`config.mk`:
```
export PLATFORM = sky130hd
export DESIGN_NAME = seq_decode_execute
export DESIGN_NICKNAME = d
export VERILOG_FILES = /design/src/rtl/decode_execute_pkg.sv /design/src/rtl/shift_add_multiplier.sv /design/src/rtl/seq_decode_execute.sv
export SDC_FILE = /design/constraint.sdc
export NUM_CORES = 1
export LEC_CHECK = 0
export BUFFER_PORTS_ARGS = -buffer_cell sky130_fd_sc_hd__buf_2
export CAP_MARGIN = 20
export CORE_MARGIN = 5
export CORE_UTILIZATION = 40
export DETAILED_ROUTE_END_ITERATION = 10
export SKIP_LAST_GASP = 1
export SLEW_MARGIN = 10
export SYNTH_ARGS = -nofsm -noshare
export SYNTH_HDL_FRONTEND = slang
export SYNTH_HIERARCHICAL = 1
export SYNTH_SLANG_ARGS = --single-unit
```
`constraint.sdc`:
```
create_clock -name i_clk -period 2.9 [get_ports i_clk]
set_input_delay 0.58 -clock i_clk [delete_from_list [all_inputs] [get_ports i_clk]]
set_output_delay 0.58 -clock i_clk [all_outputs]
set_load 0.02 [all_outputs]
```
`src/rtl/decode_execute_pkg.sv`:
```
// rtl/decode_execute_pkg.sv - opcode constants and FSM state encoding for seq_decode_execute
package decode_execute_pkg;

  localparam logic [2:0] OP_ADD  = 3'b000;
  localparam logic [2:0] OP_SUB  = 3'b001;
  localparam logic [2:0] OP_INC  = 3'b010;
  localparam logic [2:0] OP_NOR  = 3'b011;
  localparam logic [2:0] OP_NAND = 3'b100;
  localparam logic [2:0] OP_SHR2 = 3'b101;
  localparam logic [2:0] OP_SHL1 = 3'b110;
  localparam logic [2:0] OP_MUL  = 3'b111;

  typedef enum logic [1:0] {
    ST_IDLE = 2'd0,
    ST_MUL  = 2'd1,
    ST_HOLD = 2'd2
  } state_t;

endpackage

```
`src/rtl/shift_add_multiplier.sv`:
```
// rtl/shift_add_multiplier.sv - iterative shift-add multiplier, one partial product per cycle
module shift_add_multiplier #(
  parameter int WIDTH = 4
) (
  input  logic             i_clk,
  input  logic             i_rst_n,
  input  logic             i_start,
  input  logic [WIDTH-1:0] i_a,
  input  logic [WIDTH-1:0] i_b,
  output logic             o_busy,
  output logic             o_done,
  output logic [WIDTH-1:0] o_product,
  output logic             o_ovf
);

  localparam int CW = (WIDTH > 2) ? $clog2(WIDTH) : 1;

  logic [2*WIDTH-1:0] r_acc;
  logic [2*WIDTH-1:0] r_mcand;
  logic [WIDTH-1:0]   r_mplier;
  logic [CW-1:0]      r_cnt;
  logic               r_busy;

  logic [2*WIDTH-1:0] w_acc_next;
  logic               w_last;

  assign w_acc_next = r_acc + (r_mplier[0] ? r_mcand : '0);
  assign w_last     = (r_cnt == CW'(WIDTH - 1));

  always_ff @(posedge i_clk or negedge i_rst_n) begin
    if (!i_rst_n) begin
      r_acc    <= '0;
      r_mcand  <= '0;
      r_mplier <= '0;
      r_cnt    <= '0;
      r_busy   <= 1'b0;
    end else if (i_start) begin
      r_acc    <= '0;
      r_mcand  <= {{WIDTH{1'b0}}, i_a};
      r_mplier <= i_b;
      r_cnt    <= '0;
      r_busy   <= 1'b1;
    end else if (r_busy) begin
      r_acc    <= w_acc_next;
      r_mcand  <= r_mcand << 1;
      r_mplier <= r_mplier >> 1;
      r_cnt    <= r_cnt + CW'(1);
      if (w_last) begin
        r_busy <= 1'b0;
      end
    end
  end

  // Result is taken from the final iteration's sum so the caller can register it on the same edge.
  assign o_busy    = r_busy;
  assign o_done    = r_busy & w_last;
  assign o_product = w_acc_next[WIDTH-1:0];
  assign o_ovf     = |w_acc_next[2*WIDTH-1:WIDTH];

endmodule

```
`src/rtl/seq_decode_execute.sv`:
```
// rtl/seq_decode_execute.sv - registered decode/execute unit with valid/ready handshakes and iterative MUL
module seq_decode_execute
  import decode_execute_pkg::*;
#(
  parameter int WIDTH = 4
) (
  input  logic             i_clk,
  input  logic             i_rst_n,
  input  logic             i_in_valid,
  output logic             o_in_ready,
  input  logic [2:0]       i_op_code,
  input  logic [WIDTH-1:0] i_rs,
  input  logic [WIDTH-1:0] i_rt,
  output logic             o_out_valid,
  input  logic             i_out_ready,
  output logic [WIDTH-1:0] o_rd,
  output logic             o_flag
);

  state_t r_state;
  state_t w_next;

  logic             r_out_valid;
  logic [WIDTH-1:0] r_rd;
  logic             r_flag;

  logic             w_accept;
  logic             w_is_mul;
  logic             w_mul_start;
  logic             w_mul_busy;
  logic             w_mul_done;
  logic [WIDTH-1:0] w_mul_product;
  logic             w_mul_ovf;
  logic             w_mul_complete;

  logic [WIDTH-1:0] w_alu_rd;
  logic             w_alu_flag;
  logic [WIDTH:0]   w_sum;

  // Single-cycle operations; MUL is handled by the iterative multiplier.
  always_comb begin
    w_alu_rd   = '0;
    w_alu_flag = 1'b0;
    w_sum      = '0;
    case (i_op_code)
      OP_ADD: begin
        w_sum      = {1'b0, i_rs} + {1'b0, i_rt};
        w_alu_rd   = w_sum[WIDTH-1:0];
        w_alu_flag = w_sum[WIDTH];
      end
      OP_SUB: begin
        w_alu_rd   = i_rs - i_rt;
        w_alu_flag = (i_rs >= i_rt);
      end
      OP_INC: begin
        w_sum      = {1'b0, i_rs} + {{WIDTH{1'b0}}, 1'b1};
        w_alu_rd   = w_sum[WIDTH-1:0];
        w_alu_flag = w_sum[WIDTH];
      end
      OP_NOR:  w_alu_rd = ~(i_rs | i_rt);
      OP_NAND: w_alu_rd = ~(i_rs & i_rt);
      OP_SHR2: w_alu_rd = i_rs >> 2;
      OP_SHL1: w_alu_rd = i_rs << 1;
      default: begin
        w_alu_rd   = '0;
        w_alu_flag = 1'b0;
      end
    endcase
  end

  assign w_is_mul       = (i_op_code == OP_MUL);
  assign w_accept       = i_in_valid & o_in_ready;
  assign w_mul_start    = w_accept & w_is_mul;
  assign w_mul_complete = (r_state == ST_MUL) & w_mul_done;

  // in_ready depends only on state and out_ready, never on in_valid.
  always_comb begin
    w_next     = r_state;
    o_in_ready = 1'b0;
    case (r_state)
      ST_IDLE: begin
        o_in_ready = 1'b1;
        if (i_in_valid) begin
          w_next = w_is_mul ? ST_MUL : ST_HOLD;
        end
      end
      ST_MUL: begin
        if (w_mul_done) begin
          w_next = ST_HOLD;
        end else if (!w_mul_busy) begin
          w_next = ST_IDLE;
        end
      end
      ST_HOLD: begin
        o_in_ready = i_out_ready;
        if (i_out_ready) begin
          if (i_in_valid) begin
            w_next = w_is_mul ? ST_MUL : ST_HOLD;
          end else begin
            w_next = ST_IDLE;
          end
        end
      end
      default: begin
        w_next = ST_IDLE;
      end
    endcase
  end

  always_ff @(posedge i_clk or negedge i_rst_n) begin
    if (!i_rst_n) begin
      r_state     <= ST_IDLE;
      r_out_valid <= 1'b0;
      r_rd        <= '0;
      r_flag      <= 1'b0;
    end else begin
      r_state     <= w_next;
      r_out_valid <= (w_next == ST_HOLD);
      if (w_accept && !w_is_mul) begin
        r_rd   <= w_alu_rd;
        r_flag <= w_alu_flag;
      end else if (w_mul_complete) begin
        r_rd   <= w_mul_product;
        r_flag <= w_mul_ovf;
      end
    end
  end

  shift_add_multiplier #(
    .WIDTH(WIDTH)
  ) u_mul (
    .i_clk    (i_clk),
    .i_rst_n  (i_rst_n),
    .i_start  (w_mul_start),
    .i_a      (i_rs),
    .i_b      (i_rt),
    .o_busy   (w_mul_busy),
    .o_done   (w_mul_done),
    .o_product(w_mul_product),
    .o_ovf    (w_mul_ovf)
  );

  assign o_out_valid = r_out_valid;
  assign o_rd        = r_rd;
  assign o_flag      = r_flag;

endmodule

```
==> out/metrics.yaml <==
clock.fmax_ghz: 0.4043
yosysWarnings: 6
cp_max_fo: 9
critPathLaunch: "u_mul/r_mplier[0]"
status: "finished clean"
ir_drop_mv: 0.5201
sw_frac_of_total: 0.3819
seqCellArea_um2: 775.7
cap_violations: 0
cts.repair.resized: 0
worst_setup_path_end_kind: "flip-flop"
power_frac_comb: 0.434
num_io_pins: 22
clockBufferDepth: 2
ys_seq_area_frac: 0.3298
worst_pin_slew_ns: 0.7022
postPlaceCellArea_um2: 2502
yosysTopAreaCell: "dfrtp_1"
overflow: 0
rows: 28
start_util: 0.4045
initialDrtViolationCount: 85
place_ws_ns: 0.4350
finClkSkew_ns: 0.001820
nFillCells: 590
final_cell_area_um2: 2590
drive_gt1_frac: 0.1475
syn_inst: 259
syn_to_final_growth_pct: 10.11
crit_arrival_ns: 2.63
drc_errors: 0
worstPathRequired_ns: 3.05
fp.dieW_um: 86.69
critPathKind: "reg2reg"
internal_power_uw: 1119
antenna_cells: 0
worstReg2RegEnd: "o_flag"
synthDistinctLibCells: 40
syn-cell-area_um2: 2352
timing.rr.start: "u_mul/r_mplier[0]"
min_path_type: "in2async"
hpwl_um: 3560
synth_edf_count: 0
cpPeakStageDelay_ns: 0.46
clock_sinks: 31
grt_pass1_wl_um: 8280
fin_cells: 353
final_antenna_net_count: 0
syn-num-nets: 298
yosysMostFrequentCell: "nor2_1"
ys_seq_elements: 31
reg2reg_depth: 10
hold_violations: 0
vias_per_cell: 5.093
synthFlopType: "dfrtp_1"
grt_max_degree: 32
synth_async_sr_flop_share: 1.000
power_frac_clock: 0.185
coreArea_um2: 5816
die_h_um: 86.69
grt_setup_unrepaired: "no"
p_switching_uw: 691.2
htreeDepth: 2
antenna_found_initial: 0
wl_per_cell_um: 13.50
grtUsageTotal: 0.1406
sequentialPowerShare: 0.380
rrSetupSlack_ns: 0.43
yosys.area.top_type_share: 0.3298
post_cts_buffers: 0
crit_chain: "and2_1 > ha_1 > nor2_1 > o31ai_1 > a31oi_1 > xnor2_1 > nand3_1 > mux2_2 > nand2_1 > o21ai_1"
multi_input_area_um2: 1445
port_buffers: 21
clk_latency_ns: 0.27
critPathSlowestCell: "dfrtp_1"
cts_made_buffers: 5
cellPowerDensity_nw_per_um2: 698.9
setup_ws_ns: 0.4266
fin_setup_tns_ns: 0
netlist_top_cells_area: "dfrtp_1, ha_1, mux2i_1, nor2_1, o21ai_0"
maxSlewHeadroom: 0.5319
dr.pass1.iters: 4
finalWirelength_um: 4767
clockRootBuffer: "clkbuf_8"
avgSynthCellArea_um2: 9.082
dieArea_um2: 7514
vias: 1798
p_leak_uw: 0.001239
maxSlewViolCount: 0
tritoncts: "yes"
fin_crit_ns: 2.473
finalCritPeriodShare: 0.8529
finalSetupViolCount: 0
cts.clk_slew.worst_paths_ns: 0.06
postCtsHoldBufs: 0
place_inst: 346
grt_pass1_vias: 1733
synth_commonest_cells: "nor2_1, dfrtp_1, mux2i_1"
place.gp.congestion: 0.8274
crit_path_start_kind: "flip-flop"
final_core_util: 0.4454
nets: 317
kinds of logic (layout without fill, tap and decap cells):
logic type	count (synthesis)	after routing	share of synthesized area
compound gates	57	57	0.1521
fa+ha+maj	24	24	0.1372
flops	31	31	0.3298
mux	25	25	0.1074
buf+inv	29	48	0.05691
simple gates	81	81	0.1718
xor+xnor	12	12	0.04468
critical path: cells and delay by family (launching register included):
kind	cells	cell delay [ns]
AOI/OAI and AO/OA	3	0.58
xor gates and xnor gates	1	0.27
adders and majority gates	1	0.33
DFF	1	0.46
muxes	1	0.27
and+or+nand+nor	4	0.44
state kept, by name, indices dropped and copies added, names as in the netlist, 2 cells and up:
register / count
u_mul/r_cnt: 2
u_mul/r_mcand: 8
r_state: 2
u_mul/r_mplier: 4
o_rd: 4
u_mul/r_acc: 8
layout by cell type, fill, tap and decap left out, drive strengths merged:
master / netlist / routed
fa: 3 / 3
ha: 21 / 21
mux2i: 23 / 23
a31oi: 2 / 2
o211ai: 2 / 2
a21oi: 16 / 16
nand2: 20 / 20
o22ai: 2 / 2
a211oi: 9 / 9
nand2b: 7 / 7
o31ai: 1 / 1
or3b: 1 / 1
xnor2: 7 / 7
nand3b: 2 / 2
o32ai: 1 / 1
nand4bb: 1 / 1
nor2b: 1 / 1
mux2: 2 / 2
o41a: 1 / 1
and2: 7 / 7
nand3: 9 / 9
dfrtp: 31 / 31
o21bai: 1 / 1
inv: 18 / 18
clkinv: 0 / 1
buf: 8 / 23
a21o: 3 / 3
clkbuf: 3 / 6
o21ai: 18 / 18
nor2: 33 / 33
xor2: 5 / 5
a211o: 1 / 1
routing by layer:
| metal | track usage | up-vias | share of wire |
|---|---|---|---|
| met5 | 0 | - | 0 |
| li1 | - | 927 | - |
| met3 | 0.02947 | 9 | 0.033 |
| met4 | 0.06232 | 0 | 0.021 |
| met1 | 0.1987 | 836 | 0.50 |
| met2 | 0.2058 | 26 | 0.44 |
area by class of cell:
class,count,share of cell area
clock buffer,6,0.03188
timing repair buffer,23,0.04638
tap,75,0.03623
inverter,18,0.02609
clock inverter,1,0.001932
sequential,31,0.2995
multi-input combinational,199,0.5580
power groups by stage:
stage               clock network, uW  registers [uW]  logic [uW]
global placement                    0             692         785
floorplan                           0             682         626
CTS                               352             689         796
global route                      364             708         902
finish                            336             689         786
detailed placement                  0             695         796
worst max-delay path by stage:
| stage | endpoint | slack, ns | depth (start not counted) |
|---|---|---|---|
| 3_3_place_gp | o_flag | 0.48 | 10 |
| 4_1_cts | o_flag | 0.40 | 10 |
| 5_1_grt | o_flag | 0.16 | 10 |
| 2_1_floorplan | o_flag | 0.72 | 12 |
| 6_report | o_flag | 0.43 | 10 |
| 3_5_place_dp | o_flag | 0.43 | 10 |
stage by stage:
stage,hold WS [ns],power (uW)
floorplan,0.2844,1308
global placement,0.5090,1477
detailed placement,0.5183,1491
CTS,0.3727,1837
global route,0.4199,1975
finish,0.3508,1810
Power figures use the tool's default switching activity.
